**config.mk**
```make
export PLATFORM = sky130hd
export DESIGN_NAME = crc32_engine
export DESIGN_NICKNAME = d
export VERILOG_FILES = /design/src/rtl/crc32_engine.sv
export SDC_FILE = /design/constraint.sdc
export NUM_CORES = 1
export LEC_CHECK = 0
export CAP_MARGIN = 20
export CORE_UTILIZATION = 46
export DETAILED_ROUTE_END_ITERATION = 6
export PLACE_DENSITY = 0.74
export SYNTH_ARGS = -nofsm -noshare
export SYNTH_HDL_FRONTEND = slang
export SYNTH_SLANG_ARGS = --single-unit
```
**constraint.sdc**
```tcl
create_clock -name CLK -period 1.39 [get_ports CLK]
set_input_delay 0.2085 -clock CLK [delete_from_list [all_inputs] [get_ports CLK]]
set_output_delay 0.2085 -clock CLK [all_outputs]
set_load 0.1 [all_outputs]
```
**src/rtl/crc32_engine.sv**
```systemverilog
// Iterative CRC-32 engine: folds BITS_PER_CYCLE bits of a latched word per clock,
// accumulating across words until crc_reset. Reflected or normal bit order per word.
module crc32_engine #(
  parameter int unsigned WORD_SIZE      = 32,
  parameter int unsigned BITS_PER_CYCLE = 1,
  parameter logic [31:0] INIT_VALUE     = 32'hFFFFFFFF
) (
  input  logic                 CLK,
  input  logic                 nRST,
  input  logic [WORD_SIZE-1:0] crc_data_in,
  input  logic                 crc_reset,
  input  logic                 crc_start,
  input  logic [WORD_SIZE-1:0] crc_orient,
  output logic [WORD_SIZE-1:0] crc_out,
  output logic                 crc_ready
);

  localparam logic [0:0] IDLE = 1'b0;
  localparam logic [0:0] BUSY = 1'b1;

  localparam int unsigned CW = $clog2(WORD_SIZE) + 1;
  localparam logic [CW-1:0] CNT_LOAD = CW'(WORD_SIZE / BITS_PER_CYCLE);

  localparam logic [WORD_SIZE-1:0] POLY_REFL = 32'hEDB88320;
  localparam logic [WORD_SIZE-1:0] POLY_NORM = 32'h04C11DB7;

  logic [0:0]           state;
  logic [WORD_SIZE-1:0] crc_reg;
  logic [WORD_SIZE-1:0] data_q;
  logic [1:0]           orient_q;
  logic [CW-1:0]        cnt;

  logic [WORD_SIZE-1:0] crc_nxt;
  logic [WORD_SIZE-1:0] data_nxt;
  logic                 fb;
  logic                 unused_orient;

  assign unused_orient = ^crc_orient[WORD_SIZE-1:2];

  // The data word is shifted alongside the CRC so the next bit to fold is
  // always at a fixed position (bit 0 when reflected, MSB otherwise).
  always_comb begin
    crc_nxt  = crc_reg;
    data_nxt = data_q;
    fb       = 1'b0;
    for (int unsigned b = 0; b < BITS_PER_CYCLE; b++) begin
      if (orient_q[0]) begin
        fb       = crc_nxt[0] ^ data_nxt[0];
        crc_nxt  = (crc_nxt >> 1) ^ (fb ? POLY_REFL : '0);
        data_nxt = data_nxt >> 1;
      end else begin
        fb       = crc_nxt[WORD_SIZE-1] ^ data_nxt[WORD_SIZE-1];
        crc_nxt  = (crc_nxt << 1) ^ (fb ? POLY_NORM : '0);
        data_nxt = data_nxt << 1;
      end
    end
  end

  always_ff @(posedge CLK or negedge nRST) begin
    if (!nRST) begin
      state    <= IDLE;
      crc_reg  <= INIT_VALUE;
      data_q   <= '0;
      orient_q <= '0;
      cnt      <= '0;
    end else if (crc_reset) begin
      state   <= IDLE;
      crc_reg <= INIT_VALUE;
      cnt     <= '0;
    end else begin
      case (state)
        IDLE: begin
          if (crc_start) begin
            data_q   <= crc_data_in;
            orient_q <= crc_orient[1:0];
            cnt      <= CNT_LOAD;
            state    <= BUSY;
          end
        end
        BUSY: begin
          crc_reg <= crc_nxt;
          data_q  <= data_nxt;
          cnt     <= cnt - 1'b1;
          if (cnt == CW'(1)) state <= IDLE;
        end
        default: state <= IDLE;
      endcase
    end
  end

  assign crc_ready = (state == IDLE);
  assign crc_out   = crc_reg ^ (orient_q[1] ? '1 : '0);

endmodule

```
# After elaboration in Yosys (flattened, before gate mapping)
# Cells that the tools add are included.
[word_totals] reg_bits=73 latchBits=0 mem_bits_rw=0 mem_bits_ro=0 output_inout_bits=33 mem_count=0
[classes] n_addsub=1 n_mul=0 div=0 n_lt_le_gt_ge=0 eq_ne=3 shifts=0 mux=16 bitwise_logic=7 n_reduce_logical=3
[ops] cell="$mux W32" n=7
[ops] cell="$pmux W32 S2" n=1
[ops] cell="$xor A31 B32 Y32" n=1
[ops] cell="$xor A32 B27 Y32" n=1
[ops] cell="$xor A32 B32 Y32" n=1
[ops] cell="$mux W27" n=1
[ops] cell="$mux W6" n=2
[ops] cell="$pmux W6 S2" n=1
[ops] cell="$eq A6 B1 Y1 const B" n=1
[ops] cell="$sub A6 B1 Y6 const B" n=1
[ops] cell="$mux W1" n=3
[ops] cell="$ne A3 B3 Y1 const B" n=1
[ops] cell="$reduce_and A3 Y1" n=1
[ops] cell="$ne A2 B2 Y1 const B" n=1
[ops] cell="$not A1 Y1" n=2
[ops] cell="$pmux W1 S2" n=1
[ops] cell="$reduce_and A2 Y1" n=1
[ops] cell="$reduce_bool A2 Y1" n=1
[ops] cell="$xor A1 B1 Y1" n=2

# Longest topological paths before layout
[logic_depth] ltp_word=6 ltp_mapped=6 ltp_nobuf=5

# Worst setup path before layout
# No wires, ideal clock.
[synth_timing] kind="register -> output" start="register orient_q[1]" end="output port crc_out[10]" t_arrival_ps=2239 required_time_ps=1182 setup_slack_ps=-1058 path_stages_with_launch=4 path_cell_list="dfrtp_1 > clkbuf_1 > buf_2 > xor2_1"
[synth_via] elab_chain_cells=2
[synth_rtl] element="start, declared" line="30" text="logic [1:0] orient_q;"
[synth_rtl] element="start signal, assigned" line="75" text="orient_q <= crc_orient[1:0];"
[synth_rtl] element="$mux W32" line="92" text="assign crc_out = crc_reg ^ (orient_q[1] ? '1 : '0);"
[synth_rtl] element="$xor A32 B32 Y32" line="92"
[synth_rtl] element="end, declared" line="14" text="output logic [WORD_SIZE-1:0] crc_out,"
# Every way passes these cells.

# Worst setup path after layout
[layout_timing] start="register orient_q[1]" end="output port crc_out[6]"
# The elaborated chain is that of the path after synthesis.

==> flow_summary.toml <==
[cells_and_area]
area_delta_synth_final_pct = 61.7
layout_commonest_cell = "buf_12"
fin_util_pct = 77.5
final_cell_mix = "buf_12 (48), mux2i_1 (39), a21oi_1 (37), dfrtp_1 (37), clkdlybuf4s50_1 (36)"
antenna_cells = 0
nNetsFinal = 594
stdcell_count = 657
drive_gt1_share_pct = 43.0

[logic_synthesis]
synthArstFlopShare_pct = 100
synth-seq-cells = 73
synth_top_area_share_pct = 22.9
yosysSeqAreaShare_pct = 41.7
synthCells = 424
yosysUniqueCellTypes = 41
synth_nets = 494
postSynthAreaPerCell_sq_um = 10.5
synthesis.area_sq_um = 4470
synthTopCellsByArea = "dfrtp_1 (23%), dfstp_2 (19%), mux2i_1 (8.7%)"
synth_ff_type = "dfrtp_1"
yosys_warnings = 0
synth-edff-count = 0
synth_top_area_cell = "dfrtp_1"

[critical_path]
slowest_stage = "dfrtp_4"
crit_path_cell_trace = "buf_12 -> xor2_4 -> buf_12"
path_class = "reg2out"
required_ps = 1180
endpoint_kind = "output pin"
critPathLaunchType = "register"
arrival_ps = 1500
crit_path_frequent_cell = "buf_12"
max_stage_delay_ps = 550
path_max_fanout = 8
rrSetupSlack_ps = -130

[outcome]
outcome = "complete, but fails checks"
violations = "negative setup slack"

[flow_run]
drv_cap = 0

[route]
wl_met3_microns = 653
drc = 0
wl_met1_microns = 4500
highest_layer = "met4"
detail_route.wl_per_cell_microns = 17.7
dr_wl_met2_microns = 6280
finalWirelength_microns = 11600
postRouteAntennaNets = 0
post_drt_via_cell_ratio = 5.73
drtIter0Drc = 176
first_pass_iters = 5
route.vias.total = 3763

[floorplan]
initial_utilization_pct = 47.9
core_area_sq_um = 9330
die_area_sq_um = 10100
die_width_microns = 101
rows = 35
die_h_microns = 101
ioPinCount = 101

[clock_network]
insertion_delay_ps = 340
cts_root_buffer = "clkbuf_8"
h-tree-depth = 3
path_clk_slew_ps = 80
cts_sinks = 73
cts_buffers = 9
cts_tree = "built"
clk_path_buf_depth = 2

[sta]
fmax_mhz = 586
setup_viol = 42
layout_setup_ws_ps = -317
period_needed_ps = 1710
slew_headroom_pct = 74.3
skew_ps = 13.7
hold_viol = 0
period_share_pct = 123
setup_tns_ps = -10130
max_slew.worst_pin.slew_ps = 386
slew_viol_final = 0
rsz0062_at_grt = "yes"

[global_route]
grt_pass1_vias = 3720
grt_max_degree = 74
antenna_found_initial = 0
grt_overflow_total = 0
grt_pass1_wl_microns = 18400
track_usage_pct = 23.4

[place]
dp_cells = 626
hpwl_microns = 7810
gp_congestion = 0.834
pre_cts_slack_ps = -263
port_buffers = 70

[power]
ir_drop_uv = 850
p_per_area_nw_per_um2 = 1580
finalPower_mw = 11.4
leakage_nw = 2.78

[min_path]
hold_path.class = "in2async"
final cells by class:
type | count | area [sq um]
Clock buffer | 15 | 176
Fill cell | 558 | 2100
Inverter | 6 | 22.5
Multi-Input combinational cell | 303 | 3260
Sequential cell | 73 | 1870
Tap cell | 129 | 161
Timing Repair Buffer | 131 | 1730
synth_stat cells (all sizes together) (3+ instances only):
cell	n
mux2i	39
nor3b	32
a21oi	42
nand2b	3
buf	24
o22a	31
clkbuf	18
nor2	17
a211o	8
nand2	7
o221a	4
o32ai	9
xnor3	4
xor2	39
dfrtp	41
o21ai	8
o22ai	10
xnor2	18
inv	6
a22oi	8
nand3	4
dfstp	32
nand3b	3
metrics by stage:
step | instance area (sq um) | hold slack (ps)
final | 7230 | 422
after global routing | 7230 | 459
after CTS | 6880 | 439
after detailed placement | 6590 | 278
after global placement | 6590 | 271
after floorplan | 5150 | -87.1
layer usage:
layer / vias up / global-route usage (%)
li1: 1735 / -
met5: - / 0
met3: 18 / 2.84
met4: 0 / 8.14
met1: 1869 / 29.7
met2: 141 / 41.3
repair_timing:
action	4_1_cts	5_1_grt
setup endpoints to repair	38	79
resized for setup	9	52
hold buffers	1	0
hold endpoints to repair	41	0
pin swaps	0	13
setup buffers	10	5
gates cloned	0	1
cells by family after synthesis:
logic type                 synth area share [%]
AOI/OAI and AO/OA                          20.1
and+or+nand+nor                            9.60
xor gates and xnor gates                   13.9
DFF                                        41.7
buffers and inverters                      4.87
adders and majority gates                 0.560
muxes                                      9.23
worst paths after layout:
check                                         from                       to  depth (start not counted)
max in group asynchronous                     nRST  crc_reg[19]$_DFFE_PN1P_                          3
max reg2reg                 crc_reg[0]$_DFFE_PN1P_  crc_reg[24]$_DFFE_PN1P_                          7
min                                           nRST    data_q[6]$_DFFE_PN0P_                          3
min in group CLK            data_q[21]$_DFFE_PN0P_   data_q[21]$_DFFE_PN0P_                          1
min reg2reg                 data_q[21]$_DFFE_PN0P_   data_q[21]$_DFFE_PN0P_                          1
max                        orient_q[1]$_DFFE_PN0P_               crc_out[6]                          3
power breakdown:
part           total [mW]  internal (mW)  switching [mW]
Combinational        6.83           3.01            3.82
Sequential           3.10           2.55           0.551
Clock                1.52          0.789           0.733
worst max-delay path: cells and delay by family, from the launching register on:
kind,cells,cell delay (ps)
buf+inv,2,420
xor+xnor,1,180
flops,1,550
(Power assumes the default switching activity.)
==> edit (config.mk and constraints unchanged) <==
Reset style: synchronous (`nRST`), changed in one clocked block.
--- a/src/rtl/crc32_engine.sv
+++ b/src/rtl/crc32_engine.sv
@@ -56,7 +56,7 @@
     end
   end
 
-  always_ff @(posedge CLK or negedge nRST) begin
+  always_ff @(posedge CLK) begin
     if (!nRST) begin
       state    <= IDLE;
       crc_reg  <= INIT_VALUE;
Formal check against the unedited RTL: differs if nRST is asserted again (counterexample within 4 cycles, from zero or initial values and one cycle with nRST low); with nRST held inactive, the same outputs for 4 cycles.
==> edit against the unedited design <==
The flow still finishes with violations (setup timing); cell count up 3.2%; worst setup slack better by 0.050 ns; worst hold slack better by 0.061 ns; routed wire length down 12%; synthesized area down 4.4%; sequential cell count unchanged; final area down 8.8%; utilization down 3.0 points; fmax up 3.0%.
Power is not compared: it rests on default switching activity, and its combinational part moved more than twofold at a synthesized area within 25%.
==> edit: results (changes against the unedited design) <==
[outcome]
status = finished with violations
failed_checks = setup timing

[clock_network]
clkLatencyLatePin_ns = 0.36  ; +0.02 ns
cts_buffers = 9  ; unchanged

[finish]
fillers = 631  ; +13%
drive_above_1_share = 0.239  ; -0.191
fin_nets = 635  ; +6.9%

[synthesis]
synth_common_cells = dfxtp_1, nor2_1, a21oi_1, mux2i_1, xor2_1
syn-num-nets = 563  ; +14%
syn_inst = 493  ; +16%
synthArstFlopShare = 0  ; -1.00
seq_area_frac_synth = 0.342  ; -0.0754
synthDistinctLibCells = 39  ; -4.9%
synth_area_leaders = dfxtp_1, mux2i_1, xor2_1

[worst_hold_path]
min_path_cells = 2
hold_path.class = register to register

[detailed_routing]
drt-pass1-iter-count = 6  ; +1
wirelength_mm = 10.3  ; -12%
wl_per_cell_um = 15.1  ; -14%
drt_iter0_drc = 133  ; -24%
viasPerCell = 5.50  ; -4.0%

[place]
gp_congestion = 0.808  ; -3.2%
dpl.hpwl_mm = 6.83  ; -13%
place_inst = 656  ; +4.8%
post_dp_cell_area_um2 = 6220  ; -5.5%

[timing]
skew_ns = 0.0105  ; -0.00317 ns
setup_violations = 33  ; -21%
setup_slack_ns = -0.267  ; +0.0499 ns
whs_ns = 0.483  ; +0.0608 ns

[worst_setup_path]
arrival_ns = 1.45  ; -0.05 ns
path_max_fanout = 6  ; -2
rrSetupSlack_ns = -0.10  ; +0.03 ns
r2r-end = crc_reg[15]
ff2ff_path_depth = 4  ; -3
r2r_start = orient_q[0]

[global_route]
grt_pass1_wl_mm = 17.3  ; -5.7%
grt_max_degree = 57  ; -23%
grt_pass1_vias = 3674  ; -1.2%
grt_use_total = 0.224  ; -0.0101

[power_and_ir_drop]
leakage_nw = 2.32

## edit: metal layers
layer	track usage	share of wire	up-vias
met5	0	0	-
met4	0.0999	0.019	0
met3	0.0322	0.032	14
met2	0.393	0.52	73
met1	0.271	0.43	1800
li1	-	-	1840
## edit: worst max-delay path by stage
stage / from / to / slack [ns]
2_1_floorplan: orient_q[1] / crc_out[10] / -0.14
3_3_place_gp: nRST / crc_reg[15] / -0.15
3_5_place_dp: nRST / crc_reg[15] / -0.24
4_1_cts: orient_q[1] / crc_out[9] / -0.29
5_1_grt: orient_q[1] / crc_out[9] / -0.31
6_report: orient_q[1] / crc_out[9] / -0.27
## edit: cells by family after synthesis
logic type / synth area share
simple gates: 0.145
fa+ha+maj: 0.00586
buf+inv: 0.0583
xor+xnor: 0.142
mux: 0.101
flops: 0.342
compound gates: 0.206
## edit: through the flow
step | setup slack [ns] | setup TNS [ns]
6_report | -0.267 | -6.85
5_1_grt | -0.311 | -8.25
3_5_place_dp | -0.237 | -7.22
4_1_cts | -0.290 | -7.82
2_1_floorplan | -0.139 | -4.17
3_3_place_gp | -0.147 | -4.84
## edit: cell type report
class,instances,area [um^2],share of cell area
Inverter,6,25.0,0.00379
Multi-Input combinational cell,368,3190,0.483
Timing Repair Buffer,107,1500,0.227
Tap cell,108,135,0.0205
Clock buffer,13,201,0.0305
Clock inverter,3,65.1,0.00987
Sequential cell,73,1480,0.224
## edit: critical path: stages, from the launching register on
cell and delay (ns):
dfxtp_4 0.44, buf_12 0.12, buf_12 0.16, xor2_4 0.18, buf_12 0.19
## edit: repair_timing
item | 4_1_cts | 5_1_grt
endpoints found under the setup margin | 38 | 43
endpoints found under the hold margin | 0 | 0
cloned | 1 | 0
buffers inserted | 5 | 1
gates resized for setup | 5 | 7
pin swaps | 0 | 2
## edit: power by group through the flow
| stage | Combinational (mW) | Clock, mW | Sequential [mW] |
|---|---|---|---|
| 2_1_floorplan | 1.11 | 0 | 2.28 |
| 3_3_place_gp | 1.61 | 0 | 2.31 |
| 3_5_place_dp | 1.64 | 0 | 2.31 |
| 4_1_cts | 1.68 | 2.18 | 2.26 |
| 5_1_grt | 1.78 | 2.29 | 2.27 |
| 6_report | 1.68 | 2.16 | 2.26 |
